File: config.mk
export PLATFORM = sky130hd
export DESIGN_NAME = vip_filter_frame_ctrl
export DESIGN_NICKNAME = d
export VERILOG_FILES = /design/src/rtl/vip_filter_frame_ctrl.sv
export SDC_FILE = /design/constraint.sdc
export NUM_CORES = 1
export LEC_CHECK = 0
export CAP_MARGIN = 5
export CORE_MARGIN = 2
export CORE_UTILIZATION = 30
export DETAILED_ROUTE_END_ITERATION = 8
export PLACE_DENSITY = 0.48
export SETUP_SLACK_MARGIN = 0.1
export SYNTH_ARGS = -nofsm -noshare
export SYNTH_HDL_FRONTEND = slang
export SYNTH_SLANG_ARGS = --single-unit
export TNS_END_PERCENT = 30
File: constraint.sdc
create_clock -name clk -period 1.95 [get_ports clk]
set_clock_uncertainty 0.1 [all_clocks]
set_input_delay 0.585 -clock clk [delete_from_list [all_inputs] [get_ports clk]]
set_output_delay 0.585 -clock clk [all_outputs]
set_load 0.05 [all_outputs]
File: src/rtl/vip_filter_frame_ctrl.sv
// Frame controller for the video filter path: tracks frame/line timing,
// counts pixels and lines, flags border pixels, reports timing errors,
// waits for the filter pipeline to drain after each frame, and applies
// filter-enable changes only between frames.
//
// state  | meaning
// IDLE   | no frame in progress; pending config is applied immediately
// ACTIVE | inside a frame (vsync high); pixels and lines are counted
// DRAIN  | vsync has fallen; waiting PIPE_LAT clocks for the pipeline to empty
module vip_filter_frame_ctrl #(
  parameter int IMG_HDISP = 640,
  parameter int IMG_VDISP = 480,
  parameter int PIPE_LAT  = 4
) (
  input  logic        clk,
  input  logic        rst,
  input  logic        per_frame_vsync,
  input  logic        per_frame_href,
  input  logic        per_frame_clken,
  input  logic        cfg_filt_en,
  input  logic        cfg_req,
  output logic        filt_en,
  output logic        cfg_ack,
  output logic        border_flag,
  output logic        pix_strobe_d,
  output logic [10:0] hcnt,
  output logic [9:0]  vcnt,
  output logic        busy,
  output logic        frame_done,
  output logic        line_err,
  output logic        frame_err
);

  typedef enum logic [1:0] {
    ST_IDLE   = 2'd0,
    ST_ACTIVE = 2'd1,
    ST_DRAIN  = 2'd2
  } state_e;

  localparam logic [10:0] H_DISP     = 11'(IMG_HDISP);
  localparam logic [10:0] H_LAST     = 11'(IMG_HDISP - 1);
  localparam logic [9:0]  V_DISP     = 10'(IMG_VDISP);
  localparam logic [9:0]  V_LAST     = 10'(IMG_VDISP - 1);
  localparam logic [3:0]  DRAIN_LOAD = 4'(PIPE_LAT);
  localparam logic [10:0] H_MAX      = 11'h7FF;
  localparam logic [9:0]  V_MAX      = 10'h3FF;

  state_e      state_q, state_d;
  logic        vsync_q, href_q, armed_q;
  logic [10:0] hcnt_q, hcnt_d;
  logic [9:0]  vcnt_q, vcnt_d;
  logic [3:0]  drain_q, drain_d;
  logic        pend_q, pend_d;
  logic        pval_q, pval_d;
  logic        filt_q, filt_d;
  logic        ack_q, ack_d;
  logic        done_q, done_d;
  logic        lerr_q, lerr_d;
  logic        ferr_q, ferr_d;
  logic        border_q, border_d;
  logic        strobe_q;

  logic        vsync_rise, vsync_fall, href_fall, pix_acc, apply;
  logic [9:0]  vcnt_inc, vcnt_frame;

  // armed_q blocks a false frame start when reset releases with vsync already high
  assign vsync_rise = armed_q & ~vsync_q & per_frame_vsync;
  assign vsync_fall = vsync_q & ~per_frame_vsync;
  assign href_fall  = href_q & ~per_frame_href;
  assign pix_acc    = (state_q == ST_ACTIVE) & per_frame_href & per_frame_clken;
  assign vcnt_inc   = (vcnt_q == V_MAX) ? vcnt_q : vcnt_q + 10'd1;
  // a line ending or still open at vsync fall counts toward the frame check
  assign vcnt_frame = (href_fall | per_frame_href) ? vcnt_inc : vcnt_q;

  // next-state, counter and pulse logic
  always_comb begin
    state_d  = state_q;
    hcnt_d   = hcnt_q;
    vcnt_d   = vcnt_q;
    drain_d  = drain_q;
    done_d   = 1'b0;
    lerr_d   = 1'b0;
    ferr_d   = 1'b0;
    border_d = 1'b0;
    ack_d    = 1'b0;
    filt_d   = filt_q;
    pend_d   = pend_q | cfg_req;
    pval_d   = cfg_req ? cfg_filt_en : pval_q;
    apply    = 1'b0;

    unique case (state_q)
      ST_IDLE: begin
        if (vsync_rise) begin
          state_d = ST_ACTIVE;
          hcnt_d  = '0;
          vcnt_d  = '0;
        end
      end
      ST_ACTIVE: begin
        if (pix_acc) begin
          border_d = (hcnt_q == 11'd0) | (hcnt_q == H_LAST) |
                     (vcnt_q == 10'd0) | (vcnt_q == V_LAST);
          if (hcnt_q != H_MAX) hcnt_d = hcnt_q + 11'd1;
        end
        if (href_fall) begin
          lerr_d = (hcnt_q != H_DISP);
          vcnt_d = vcnt_inc;
          hcnt_d = '0;
        end
        if (vsync_fall) begin
          ferr_d  = (vcnt_frame != V_DISP);
          state_d = ST_DRAIN;
          drain_d = DRAIN_LOAD;
        end
      end
      ST_DRAIN: begin
        if (vsync_rise) begin
          done_d  = 1'b1;
          state_d = ST_ACTIVE;
          hcnt_d  = '0;
          vcnt_d  = '0;
        end else if (drain_q == 4'd0) begin
          done_d  = 1'b1;
          state_d = ST_IDLE;
        end else begin
          drain_d = drain_q - 4'd1;
        end
      end
      default: state_d = ST_IDLE;
    endcase

    // filter select only moves at a frame start or while idle
    apply = pend_d & (state_q != ST_ACTIVE) & (vsync_rise | (state_q == ST_IDLE));
    if (apply) begin
      filt_d = pval_d;
      ack_d  = 1'b1;
      pend_d = 1'b0;
    end
  end

  // state and output registers
  always_ff @(posedge clk) begin
    if (rst) begin
      state_q  <= ST_IDLE;
      vsync_q  <= 1'b0;
      href_q   <= 1'b0;
      armed_q  <= ~per_frame_vsync;
      hcnt_q   <= '0;
      vcnt_q   <= '0;
      drain_q  <= '0;
      pend_q   <= 1'b0;
      pval_q   <= 1'b1;
      filt_q   <= 1'b1;
      ack_q    <= 1'b0;
      done_q   <= 1'b0;
      lerr_q   <= 1'b0;
      ferr_q   <= 1'b0;
      border_q <= 1'b0;
      strobe_q <= 1'b0;
    end else begin
      state_q  <= state_d;
      vsync_q  <= per_frame_vsync;
      href_q   <= per_frame_href;
      armed_q  <= armed_q | ~per_frame_vsync;
      hcnt_q   <= hcnt_d;
      vcnt_q   <= vcnt_d;
      drain_q  <= drain_d;
      pend_q   <= pend_d;
      pval_q   <= pval_d;
      filt_q   <= filt_d;
      ack_q    <= ack_d;
      done_q   <= done_d;
      lerr_q   <= lerr_d;
      ferr_q   <= ferr_d;
      border_q <= border_d;
      strobe_q <= per_frame_clken & per_frame_href;
    end
  end

  assign filt_en      = filt_q;
  assign cfg_ack      = ack_q;
  assign border_flag  = border_q;
  assign pix_strobe_d = strobe_q;
  assign hcnt         = hcnt_q;
  assign vcnt         = vcnt_q;
  assign busy         = (state_q != ST_IDLE);
  assign frame_done   = done_q;
  assign line_err     = lerr_q;
  assign frame_err    = ferr_q;

endmodule

==> impl_results.md <==
* EDFF count, synth at 0
* Post-Syn Area per Cell at 8.14 sq um
* Ys Warns at 0
* Worst path top cell family by delay: simple AND/OR/NAND/NOR gates
* CP cell instances: inv_1 > ha_1 > or4b_4 > nor4_4 > a41oi_2 > o32a_1 > nor4_2
* CTS tree: built
* Clock root cell: clkbuf_8
* CP max-delay cell: or4b_4
* Max Buffers Root-to-Sink at 2
* Share of the synthesized area in the top cell type at 36.6%
* Initial DRC count at 79
* Worst EP arrival at between 2000 and 2500 ps
* Synth top cells by count: dfxtp_1, nor2_1, nand2_1
* Drt wl/cell at 14.0 microns
* First-pass GRT wire length at just under 10,000 microns
* Cells after Synth at 262
* Fin crit share at around 100%
* Levels on crit path at 7
* RSZ-0062 raised after global routing: yes
* Slew Limit Fails at 0
* Hold_buf cts at 0
* Syn nets at 274
* Die area at 0.00780 sq mm
* Clock transition at path regs at 90 ps
* Post-Synthesis Cell Area at 0.00213 sq mm
* Die X at 88.3 microns
* Die height at 88.3 microns
* Final setup TNS at 0 ps
* Layout cell share with drive strength beyond 1 at around 45%
* VDD IR-drop max at 0.000278 V
* Antenna Cells at 0
* Total Routing Usage GR at 16.0%
* Pre-CTS WS at -429 ps
* Power Density at 472 mW/mm^2
* Data required, critical path at 2050 ps
* Tmin final at 1940 ps
* Final WS setup at between 7 and 8 ps
* Core area at 0.00683 sq mm
* CTS H-tree depth at 2
* Synth area leader: dfxtp_1
* R2R depth at 7
* DRT Pass-1 Iters at 6
* Vias in the first global route at 1,995
* Worst-Margin Slew at 348 ps
* Io pins at 36
* Hold_ws at approximately 400 ps
* Cts bufs inserted at 5
* Leakage power at 1.30 nW
* Post-DP HPWL at ~4400 microns
* Crit start category: flip-flop
* Total power draw at 1.65 mW
* Vias per cell at 5.00
* Wirelength, routed at between 6000 and 7000 microns
* Endpoints failing hold at 0
* Most frequent cell after synthesis: dfxtp_1
* Initial Utilization at a little under a third
* Rows at 30
* Slew HR at about 77%
* Max-cap viol count at 0
* HP Class: reg -> reg
* Initial antenna violation count at 0
* Worst-Skew Late Latency at 290 ps
* Synth cell types at 54
* ANT nets after route at 0
* Cell Count, Final, Fillers Out at 434
* Cells after DPL at 420
* Layout Nets at 349
* Top post-synthesis cells by area: dfxtp_1, nor2_1, o21ai_0
* GPL Wtd Cong at 0.867
* Register area share after synthesis at 36.6%
* Final setup violating endpoints at 0
* Total number of vias at 2,171
* Max frequency at 515 MHz
* Cell depth of the worst hold path at 2
* Slowest cell delay on critical path at ~470 ps
* Worst Setup End Kind: flip-flop
* Grt total ovfl at 0
* CTS Sinks at 39
* Fillcell total at between 600 and 700
* Worst Path Buf+Inv at 1
* Status: finished, final reports clean
* Largest net degree at the start of global routing at 20
* Synthesis-to-layout area growth at 63.4%
* WS Path Type: reg -> reg
* Reg2reg setup slack at 7 ps
* Flops & latches, synth at 39
* Crit path max fanout at 3
* Top FF cell, synth: dfxtp_1
* Number of remaining DRC errors at 0
* Port Buffers at 35
* Post-synthesis async set-or-reset flop share at 0%
-- cell type report --
type / instances / area [sq um] / area share (%)
multi-input combinational: 193 / 1440 / 41.3
tap: 96 / 120 / 3.45
timing repair buffer: 84 / 950 / 27.2
inverter: 14 / 52.6 / 1.51
sequential: 39 / 831 / 23.8
clock buffer: 5 / 68.8 / 1.97
clock inverter: 3 / 22.5 / 0.646
-- per-stage QoR --
step                      instance area (sq um)  util [%]
after floorplan                            2220         -
after detailed placement                   3160      46.2
after CTS                                  3320      48.6
after global placement                     3160      46.2
final                                      3490      51.0
after global routing                       3490      51.0
-- cell families (layout without fill, tap and decap cells) --
logic type               after synthesis  count (layout)  synth area share, %
adder cells (fa/ha/maj)                5               5                 2.93
XOR/XNOR                               3               3                 1.23
multiplexers                           4               4                 1.99
AO/OA/AOI/OAI                         70              70                 22.2
buffers and inverters                 30             106                 6.10
AND/OR/NAND/NOR                      111             111                 28.9
flip-flops                            39              39                 36.6
-- final timing paths --
path                 endpoint    start
setup reg to reg  border_flag  vcnt[1]
setup / recovery  border_flag  vcnt[1]
hold / removal        armed_q  armed_q
hold reg to reg       armed_q  armed_q
-- worst min-delay path: stages (launching register included) --
cell     delay (ps)
dfxtp_1         340
inv_1            50
o21ai_0          70
-- power breakdown --
group	total, mW	leakage [nW]	internal, mW	switching [mW]
sequential	0.812	0.330	0.800	0.0120
combinational	0.255	0.922	0.119	0.136
clock	0.579	0.0451	0.257	0.322
total	1.65	1.30	1.18	0.470
-- cell usage in the layout (no fill, tap or decap), types with 3 or more instances in the layout --
master / instances
buf_4: 51
buf_12: 24
nor2_1: 20
nand2_1: 20
dfxtp_1: 19
o21ai_0: 16
a21oi_1: 13
inv_1: 11
dfxtp_2: 10
dfxtp_4: 10
nor3_1: 9
nand3_1: 8
a31oi_1: 8
nand2b_1: 6
a311oi_1: 6
clkbuf_8: 5
and3_1: 4
nor2b_1: 4
inv_2: 3
or3_1: 3
and2_1: 3
nor3_2: 3
or2_2: 3
nand4_1: 3
o22ai_1: 3
clkdlybuf4s50_1: 3
buf_6: 3
-- per-layer routing --
layer | vias to the layer above | wire, microns | global-route usage [%]
li1 | 1113 | - | -
met1 | 1016 | 2960 | 23.6
met2 | 38 | 2830 | 24.1
met3 | 4 | 226 | 2.52
met4 | 0 | 49 | 4.55
met5 | - | 0 | 0
-- registers in the layout, indices dropped and copies added (netlist names), 2 cells and up --
name / flops
drain_q: 4
hcnt: 11
state_q: 2
vcnt: 10
-- what timing repair did --
| item | 4_1_cts | 5_1_grt |
|---|---|---|
| gates resized for setup | 19 | 29 |
| pin swaps | 5 | 8 |
| endpoints found under the setup margin | 27 | 17 |
| buffers inserted | 3 | 3 |
Note: power is estimated with default switching activity, not from simulation.
